===== config.mk =====
export PLATFORM = sky130hd
export DESIGN_NAME = slowlink_arbiter
export DESIGN_NICKNAME = d
export VERILOG_FILES = /design/src/rtl/slowlink_arbiter.sv
export SDC_FILE = /design/constraint.sdc
export NUM_CORES = 1
export LEC_CHECK = 0
export CORE_MARGIN = 10
export CORE_UTILIZATION = 49
export DETAILED_ROUTE_END_ITERATION = 7
export PLACE_DENSITY = 0.77
export SETUP_SLACK_MARGIN = 0.05
export SLEW_MARGIN = 5
export SYNTH_ARGS = -nofsm -noshare
export SYNTH_HDL_FRONTEND = slang
export SYNTH_SLANG_ARGS = --single-unit

===== constraint.sdc =====
create_clock -name Aclk -period 2 [get_ports Aclk]
set_input_delay 0.4 -clock Aclk [delete_from_list [all_inputs] [get_ports Aclk]]
set_output_delay 0.4 -clock Aclk [all_outputs]
set_load 0.005 [all_outputs]

===== src/rtl/slowlink_arbiter.sv =====
// Round-robin arbiter for two requesters feeding a hold register that a slow, asynchronous Bclk
// domain samples. Bclk is treated purely as data; hold_data only moves on a synchronized Bclk rise.
module slowlink_arbiter #(
    parameter int SYNC_STAGES = 3,
    parameter int TIMEOUT     = 255
) (
    input  logic       Aclk,
    input  logic       reset,
    input  logic       Bclk,
    input  logic [1:0] req,
    input  logic [3:0] data0,
    input  logic [3:0] data1,
    output logic [1:0] gnt,
    output logic [1:0] done,
    output logic [3:0] hold_data,
    output logic       hold_valid,
    output logic       hold_src,
    output logic [7:0] xfer_count,
    output logic       stall
);

    localparam int CNT_W = (TIMEOUT < 1) ? 1 : $clog2(TIMEOUT + 1);
    localparam logic [CNT_W-1:0] CNT_MAX   = CNT_W'(TIMEOUT);
    localparam logic [CNT_W-1:0] CNT_STALL = CNT_W'((TIMEOUT > 0) ? TIMEOUT - 1 : 0);

    typedef enum logic [1:0] {
        IDLE,
        WAIT,
        HOLD
    } state_t;

    state_t state;
    state_t state_next;

    logic [SYNC_STAGES-1:0] sync_q;
    logic                   bclk_s;
    logic                   bclk_p;
    logic                   bclk_rise;

    logic                   load;
    logic                   finish;
    logic                   release_hold;
    logic                   wait_enter;
    logic                   counting;

    logic                   prio;
    logic                   winner;
    logic [CNT_W-1:0]       wait_cnt;

    always_ff @(posedge Aclk) begin
        if (reset) begin
            sync_q <= '0;
            bclk_p <= 1'b0;
        end else begin
            sync_q <= {sync_q[SYNC_STAGES-2:0], Bclk};
            bclk_p <= bclk_s;
        end
    end

    assign bclk_s    = sync_q[SYNC_STAGES-1];
    assign bclk_rise = bclk_s & ~bclk_p;

    always_ff @(posedge Aclk) begin
        if (reset) begin
            state <= IDLE;
        end else begin
            state <= state_next;
        end
    end

    // A done-only exit needs no separate state: HOLD either reloads in place or falls back to IDLE.
    always_comb begin
        state_next   = state;
        load         = 1'b0;
        finish       = 1'b0;
        release_hold = 1'b0;
        wait_enter   = 1'b0;
        counting     = 1'b0;
        unique case (state)
            IDLE: begin
                if (req != 2'b00) begin
                    state_next = WAIT;
                    wait_enter = 1'b1;
                end
            end
            WAIT: begin
                if (bclk_rise) begin
                    if (req != 2'b00) begin
                        load       = 1'b1;
                        state_next = HOLD;
                    end else begin
                        state_next = IDLE;
                    end
                end else begin
                    counting = 1'b1;
                end
            end
            HOLD: begin
                if (bclk_rise) begin
                    finish = 1'b1;
                    if (req != 2'b00) begin
                        load = 1'b1;
                    end else begin
                        release_hold = 1'b1;
                        state_next   = IDLE;
                    end
                end else begin
                    counting = 1'b1;
                end
            end
            default: begin
                state_next = IDLE;
            end
        endcase
    end

    // prio names the requester that wins a tie; it always points away from the last grant.
    always_comb begin
        winner = 1'b0;
        if (req == 2'b11) begin
            winner = prio;
        end else if (req == 2'b10) begin
            winner = 1'b1;
        end
    end

    always_ff @(posedge Aclk) begin
        if (reset) begin
            gnt        <= 2'b00;
            done       <= 2'b00;
            hold_data  <= 4'h0;
            hold_valid <= 1'b0;
            hold_src   <= 1'b0;
            xfer_count <= 8'h00;
            prio       <= 1'b0;
        end else begin
            gnt  <= load ? (2'b01 << winner) : 2'b00;
            done <= finish ? (2'b01 << hold_src) : 2'b00;
            if (finish) begin
                xfer_count <= xfer_count + 8'd1;
            end
            if (load) begin
                hold_data  <= winner ? data1 : data0;
                hold_src   <= winner;
                hold_valid <= 1'b1;
                prio       <= ~winner;
            end else if (release_hold) begin
                hold_valid <= 1'b0;
            end
        end
    end

    always_ff @(posedge Aclk) begin
        if (reset) begin
            wait_cnt <= '0;
            stall    <= 1'b0;
        end else begin
            if (bclk_rise || wait_enter) begin
                wait_cnt <= '0;
            end else if (counting) begin
                if (wait_cnt != CNT_MAX) begin
                    wait_cnt <= wait_cnt + 1'b1;
                end
                if (wait_cnt >= CNT_STALL) begin
                    stall <= 1'b1;
                end
            end
        end
    end

endmodule


# --- Yosys cells after proc, flatten, opt, wreduce, memory -nomap -nowiden ---
# Index checks and enable logic that the tools add are counted.
totals:
  ff_bits: 34
  input_bits: 13
  out_inout_bits: 19
  elab_cells: 65
op_classes:
  add_sub_neg: 2
  order_cmp: 1
  n_eq_ne: 9
  n_shift: 2
  muxes: 22
  n_bitwise: 6
  reduce_logical: 11
ops:
  columns: ["cell", "count"]
  rows:
  - ["8-bit by 1-bit adder with 8-bit output (second input constant)", 2]
  - ["1-bit two-way mux", 15]
  - ["2-bit two-way mux", 5]
  - ["8-bit greater-or-equal comparator (second input constant)", 1]
  - ["2-bit inequality test (second input constant)", 4]
  - ["8-bit inequality test (second input constant)", 1]
  - ["2-bit OR reduction", 4]
  - ["2-bit == test (second input constant)", 3]
  - ["2-bit one-hot mux with 3 select lines", 1]
  - ["1-bit NOT", 5]
  - ["4-bit two-way mux", 1]
  - ["4-bit AND reduction", 1]
  - ["2-bit nonzero test", 2]
  - ["1-bit by 1-bit << shifter with 2-bit output (first input constant)", 2]
  - ["3-bit AND reduction", 1]
  - ["2-bit by 1-bit == test with 1-bit output (second input constant)", 1]
  - ["2-bit logical NOT", 1]
  - ["2-bit AND reduction", 1]
  - ["1-bit AND", 1]
  - ["1-bit logical OR", 1]

# --- Logic depth before layout (Yosys ltp) ---
# Gate-level depths: netlist of the first run.
depth:
  ltp_word: 6
  depth_mapped: 7
  mapped_depth_nobuf: 6

# --- Least setup slack after synthesis of the first run ---
# No wires, ideal clock.
synth_path:
  path_type: "register to register"
  start: "register state[0]"
  end: "register wait_cnt[1]"
  setup_time_ps: 86
  arrival_time_ps: 1624
  required_time_ps: 1914
  setup_slack_ps: 290
  stages_incl_launch_ff: 8
  path_buffers: 1
  synth_period_minus_slack_ps: 1710
  cell_sequence: "dfxtp_1 inv_1 ha_1 clkbuf_1 inv_1 a211oi_1 nor2_1 a211oi_1"
synth_via:
  elab_chain_len: 4
  word_cells_on_any_way: 9
  cone_classes: "eq/ne: 2; mux: 2; reduce/logical: 5"
synth_rtl:
  columns: ["item", "line_no", "rtl"]
  rows:
  - ["start: declaration", "32", "state_t state;"]
  - ["start signal: assignment", "67", "state <= state_next;"]
  - ["2-bit == test (tied with other cells)", "79", "unique case (state)"]
  - ["2-bit OR reduction (no line) or 1-bit two-way mux (tied branches)", null, null]
  - ["1-bit two-way mux or 1-bit logical OR (tied branches)", null, null]
  - ["2-bit AND reduction (no line) or 2-bit OR reduction (tied branches)", null, null]
  - ["end signal: assignment", "162", "wait_cnt <= wait_cnt + 1'b1;"]
  - ["end: declaration", "48", "logic [CNT_W-1:0] wait_cnt;"]
# Parallel ways exist; a longest one is shown, timed or not.
# A chain may end at the register's enable or synchronous reset.

# --- Worst setup path in the final report of the first run ---
layout_path:
  start: "register state[1]"
  end: "register wait_cnt[7]"
# Same word-level chain as after synthesis.

==> summary.md, run 1 <==
| Metric | Value |
|---|---|
| Final setup TNS | `0 ns` |
| Final Hold Violating Endpoints | `0` |
| Sw Ratio | `between 20% and 30%` |
| H-tree depth | `2` |
| Initial antenna violation count | `0` |
| Part of the power in registers | `46.5%` |
| Placeable Area | `about 0.0031 mm²` |
| Sink Count | `34` |
| Async SR Flop Fraction | `0%` |
| Crit path max fanout | `11` |
| Share of layout cells above drive strength 1 | `approximately 13%` |
| CTS tree | `yes` |
| CTS root buffer | `clkbuf_4` |
| Syn_area_per_cell | `9.290 µm²` |
| Die Ht | `76.27 µm` |
| Beginning of the critical path | `state[1]` |
| Post-Syn Area | `around 0.0016 mm²` |
| Final Power | `between 1.5 and 2 mW` |
| Skew final | `just over 0.007 ns` |
| Clock power frac | `roughly 29%` |
| HP Start | `sync_q[0]` |
| Yosys warns | `0` |
| Rows | `20` |
| P per Cell Area | `788.4 mW/mm²` |
| Slew HR | `74.16%` |
| Crit path time final | `around 1.8 ns` |
| Die Area | `between 0.005 and 0.006 mm²` |
| Chip width | `approximately 76 µm` |
| Fmax | `540.6 MHz` |
| Fillers | `between 200 and 300` |
| Post-Place Cells | `approximately 240` |
| Final cell count without fillers | `250` |
| Largest net degree at the start of global routing | `13` |
| Avg Vias per Cell | `roughly 5.6` |
| Number of flops mapped to enable cells by yosys | `0` |
| Most common cell after layout, fill and taps aside | `dfxtp_1` |
| Crit Path Category | `reg2reg` |
| Initial core utilization | `about 51%` |
| Port bufs | `31` |
| Final #Nets | `225` |
| Setup violators final | `0` |
| Drt pass-1 iters | `4` |
| Post-CTS setup buffers | `0` |
| NetSw | `approximately 0.47 mW` |
| Cts bufs inserted | `5` |
| P_int | `approximately 1.1 mW` |
| HPWL Detailed | `3.010 mm` |
| CP Capture Type | `flip-flop` |
| Lkg Pwr | `between 0.7 and 0.8 nW` |
| Status | `complete, no violations` |
| Overall routing resource usage | `a little over an eighth` |
| Worst-path clk slew | `about 0.10 ns` |
| Top_reg_cell synth | `dfxtp_1` |
| Max Slew Vio Count | `0` |
| CP arrival | `2.10 ns` |
| Critical Path Start Type | `flip-flop` |
| WP data required | `between 2 and 2.5 ns` |
| Most frequent cells in the layout | `dfxtp_1 (34), clkdlybuf4s50_1 (31), nor2_1 (13)` |
| Worst vdd ir | `slightly below 0.6 mV` |
| N_diodes | `0` |
| RSZ-0062 raised after global routing | `no` |
| Final Instance Area | `about 0.0020 mm²` |
| Wire length per cell | `between 15 and 20 µm` |
| Post-CTS Hold Buffers | `0` |
| Global route total overflow | `0` |
| Area delta synth->final | `30.48%` |
| Drt drc | `0` |
| Clock Tree Buf Depth | `2` |
| Comb pwr share | `roughly 25%` |
| DRC marker count from the first detailed-route iteration | `79` |
| Min-Delay Path Class | `reg2reg` |
| First-pass GRT wire length | `between 6 and 7 mm` |
| Ports | `32` |
| Clock latency on the worst-skew pair | `roughly 0.34 ns` |
| Placer congestion estimate | `just over 0.8` |
| Remaining antenna violation count | `0` |
| Drt total wl | `roughly 3.9 mm` |
| Cell Area, Placed | `around 0.0019 mm²` |
| Register bit total from synthesis | `34` |
| Unique cell type count in the Yosys netlist | `40` |
| Period utilization | `between 90% and 100%` |
| Net Count, Synth | `approximately 190` |
| RR Startpoint | `state[1]` |
| Slew @ Worst Pin | `between 0.3 and 0.4 ns` |
| Vias in the first global route | `about 1400` |
| Sequential area share after synthesis | `a little over two fifths` |
| Vias | `roughly 1400` |
| Mapped Cells | `between 150 and 200` |
| Max cap viols | `0` |
state kept, by name (all words and copies together) (netlist names), 2 cells and up:
signal	cells
state	2
xfer_count	8
hold_data	4
gnt	2
sync_q	3
done	2
wait_cnt	8
timing repair:
| item | 4_1_cts | 5_1_grt |
|---|---|---|
| setup endpoints to repair | 0 | 3 |
| endpoints found under the hold margin | 0 | 0 |
| resized for setup | 0 | 2 |
power by group through the flow:
stage	sequential (mW)	clock (mW)	combinational, mW
detailed placement	0.756	0	0.370
global placement	0.753	0	0.351
CTS	0.740	0.472	0.373
finish	0.742	0.460	0.395
floorplan	0.749	0	0.270
global route	0.748	0.510	0.431
critical path: stages (launching register included):
cell      delay, ns
dfxtp_1        0.35
inv_1          0.09
ha_2           0.46
inv_1          0.12
nor2_1         0.30
a41oi_1        0.18
a211oi_1       0.25
Yosys cell counts, drive strengths merged (3+ instances only):
library cell / n / area, µm²
nor2: 14 / 55.06
and4: 5 / 45.04
dfxtp: 34 / 680.7
a221o: 4 / 41.29
clkbuf: 4 / 15.01
xor2: 6 / 52.55
a31oi: 3 / 18.77
and2: 5 / 31.28
a21oi: 7 / 35.03
nand2: 11 / 41.29
nor2b: 5 / 31.28
buf: 4 / 23.77
inv: 5 / 18.77
nand4: 9 / 56.30
a211oi: 4 / 30.03
ha: 7 / 87.58
nor3: 7 / 35.03
nor3b: 6 / 45.04
nand3: 7 / 35.03
cell type report:
type                    count  area, µm²  share of cell area (%)
clock buffers               8      78.83                   3.894
inverters                   5      18.77                  0.9271
multi-input cells         120      820.8                   40.54
flip-flops and latches     34      680.7                   33.62
well taps                  44      55.05                   2.719
repair buffers             39      370.4                   18.29
kinds of logic (layout without fill, tap and decap cells):
| logic type | after synthesis | in the layout | synth area share, % |
|---|---|---|---|
| DFF | 34 | 34 | 43.87 |
| xor gates and xnor gates | 8 | 8 | 4.516 |
| muxes | 3 | 3 | 2.258 |
| buffers and inverters | 13 | 52 | 3.709 |
| adders and majority gates | 7 | 7 | 5.645 |
| and+or+nand+nor | 78 | 78 | 28.47 |
| AOI/OAI and AO/OA | 24 | 24 | 11.53 |
per-layer routing:
metal	GRT usage [%]	share of wire, %	up-vias
li1	-	-	678
met1	14.79	41	678
met2	23.21	52	45
met3	4.599	5.9	4
met4	4.461	1.1	0
met5	0	0	-
per-stage QoR:
stage                     setup WS, ns  util, %  hold slack, ns
final                           0.1502    66.31          0.4604
after global routing           0.06803    66.31          0.4864
after CTS                      0.06857    66.07          0.4646
after detailed placement       0.03316    63.48          0.4424
after global placement         0.06124    63.48          0.4275
after floorplan                 0.2900        -          0.4138
path summary, 6_finish.rpt:
path / end / slack (ns) / cells past startpoint
max: wait_cnt[7] / 0.15 / 6
min: sync_q[1] / 0.46 / 1
max reg2reg: wait_cnt[7] / 0.15 / 6
min reg2reg: sync_q[1] / 0.46 / 1
(Power assumes the default switching activity.)
==> inputs of run 2 (changes only) <==
Settings changed: CTS_BUF_LIST set to sky130_fd_sc_hd__clkbuf_8, GPL_TIMING_DRIVEN set to 1, TNS_END_PERCENT set to 100.
==> summary.md, run 2 (synthesized netlist as in run 1, its figures left out) <==
| Metric | Value |
|---|---|
| Status | `complete, no violations` |
| Drt pass-1 iters | `4 (unchanged)` |
| Post-CTS Hold Buffers | `0 (unchanged)` |
| N_diodes | `0 (unchanged)` |
| Fmax | `543.1 MHz (+0.45%)` |
| H-tree depth | `2 (unchanged)` |
| Avg Vias per Cell | `5.640 (+0.36%)` |
| Share of layout cells above drive strength 1 | `12.62% (unchanged)` |
| Critical Path Start Type | `flip-flop` |
| Max Slew Vio Count | `0 (unchanged)` |
| Die Area | `0.005817 mm² (unchanged)` |
| Final Hold Violating Endpoints | `0 (unchanged)` |
| CP Capture Type | `flip-flop` |
| Vias | `1410 (+0.36%)` |
| Fillers | `270 (-1.5%)` |
| Max cap viols | `0 (unchanged)` |
| Crit Path Category | `reg2reg` |
| Post-CTS setup buffers | `0 (unchanged)` |
| DRC marker count from the first detailed-route iteration | `115 (+46%)` |
| WP data required | `2.19 ns (-0.06 ns)` |
| Drt drc | `0 (unchanged)` |
| Rows | `20 (unchanged)` |
| CTS tree | `yes` |
| Final setup TNS | `0 ns (unchanged)` |
| Placeable Area | `0.003053 mm² (unchanged)` |
| Clock latency on the worst-skew pair | `0.29 ns (-0.05 ns)` |
| Wire length per cell | `15.64 µm (+1.2%)` |
| Cell Area, Placed | `0.001938 mm² (unchanged)` |
| Final #Nets | `225 (unchanged)` |
| P per Cell Area | `835.9 mW/mm² (+6.0%)` |
| Clock Tree Buf Depth | `2 (unchanged)` |
| Slew @ Worst Pin | `0.3847 ns (-0.002097 ns)` |
| RSZ-0062 raised after global routing | `no` |
| Largest regs | `wait_cnt (8), xfer_count (8), hold_data (4)` |
| Placer congestion estimate | `0.8277 (unchanged)` |
| Setup violators final | `0 (unchanged)` |
| Initial antenna violation count | `0 (unchanged)` |
| Die Ht | `76.27 µm (unchanged)` |
| Global route total overflow | `0 (unchanged)` |
| Period utilization | `92.07% (-0.42 points)` |
| CP arrival | `2.04 ns (-0.06 ns)` |
| Initial core utilization | `50.82% (unchanged)` |
| Min-Delay Path Class | `reg2reg` |
| Most frequent cells in the layout | `dfxtp_1 (34), clkdlybuf4s50_1 (31), nor2_1 (13)` |
| Ports | `32 (unchanged)` |
| Sink Count | `34 (unchanged)` |
| Final Instance Area | `0.002056 mm² (+1.5%)` |
| Lkg Pwr | `0.7410 nW (+1.8%)` |
| Skew final | `0.004421 ns (-0.002633 ns)` |
| Overall routing resource usage | `13.70% (+0.34 points)` |
| Port bufs | `31 (unchanged)` |
| Slew HR | `74.30% (+0.14 points)` |
| Area delta synth->final | `32.50%` |
| Drt total wl | `3.911 mm (+1.2%)` |
| Remaining antenna violation count | `0 (unchanged)` |
| HPWL Detailed | `3.010 mm (unchanged)` |
| First-pass GRT wire length | `6.617 mm (+1.1%)` |
| Largest net degree at the start of global routing | `13 (unchanged)` |
| CTS root buffer | `clkbuf_8` |
| Crit path time final | `1.841 ns (-0.008359 ns)` |
| Worst-path clk slew | `0.06 ns (-0.04 ns)` |
| Vias in the first global route | `1417 (+1.6%)` |
| Worst vdd ir | `0.4733 mV (-20%)` |
| Cts bufs inserted | `5 (unchanged)` |
| Chip width | `76.27 µm (unchanged)` |
| Crit path max fanout | `11 (unchanged)` |
| Most common cell after layout, fill and taps aside | `dfxtp_1` |
run 2: cell counts in the layout (fill, tap and decap cells not counted):
No cell type changed its count.
run 2: layer usage:
| layer | GRT usage [%] | part of all wire [%] |
|---|---|---|
| met1 | 14.79 | 39 |
| met2 | 23.81 | 52 |
| met3 | 3.066 | 6.0 |
| met4 | 8.178 | 2.7 |
| met5 | 0 | 0 |
run 2: critical path, cell delays in order (launching register included):
cell and delay, ns:
dfxtp_1 0.36, inv_1 0.10, ha_2 0.45, inv_1 0.12, nor2_1 0.29, a41oi_1 0.18, a211oi_1 0.25
run 2: repair_timing:
item | CTS | global route
resized for setup | 0 | 2
endpoints found under the setup margin | 0 | 4
endpoints found under the hold margin | 0 | 0
run 2: worst paths after layout:
path	end	slack, ns	startpoint	cells past startpoint
worst min register to register	sync_q[1]	0.45	sync_q[0]	1
worst min-delay path	sync_q[1]	0.45	sync_q[0]	1
worst max register to register	wait_cnt[7]	0.16	state[0]	6
worst max-delay path	wait_cnt[7]	0.16	state[0]	6
run 2: report_power, final:
group          total [mW]  switching [mW]  internal, mW
Combinational       0.396           0.216         0.180
Clock               0.579           0.232         0.347
Sequential          0.743          0.0325         0.711
Total                1.72           0.481          1.24
run 2: cell type report:
class	instances	area (µm²)	share of cell area, %
inverter	5	18.77	0.9130
sequential	34	680.7	33.11
timing repair buffer	39	370.4	18.02
tap	44	55.05	2.678
clock buffer	8	110.1	5.356
multi-input combinational	120	820.8	39.93
run 2: stage by stage:
step / util, % / hold slack, ns / power, mW / std cells / setup slack (ns)
after global routing: 67.34 / 0.4801 / 1.807 / 250 / 0.06284
after detailed placement: 63.48 / 0.4424 / 1.126 / 242 / 0.03316
after CTS: 67.09 / 0.4603 / 1.715 / 250 / 0.06006
after floorplan: - / 0.4138 / 1.019 / 167 / 0.2900
after global placement: 63.48 / 0.4275 / 1.104 / 242 / 0.06124
final: 67.34 / 0.4543 / 1.718 / 250 / 0.1586
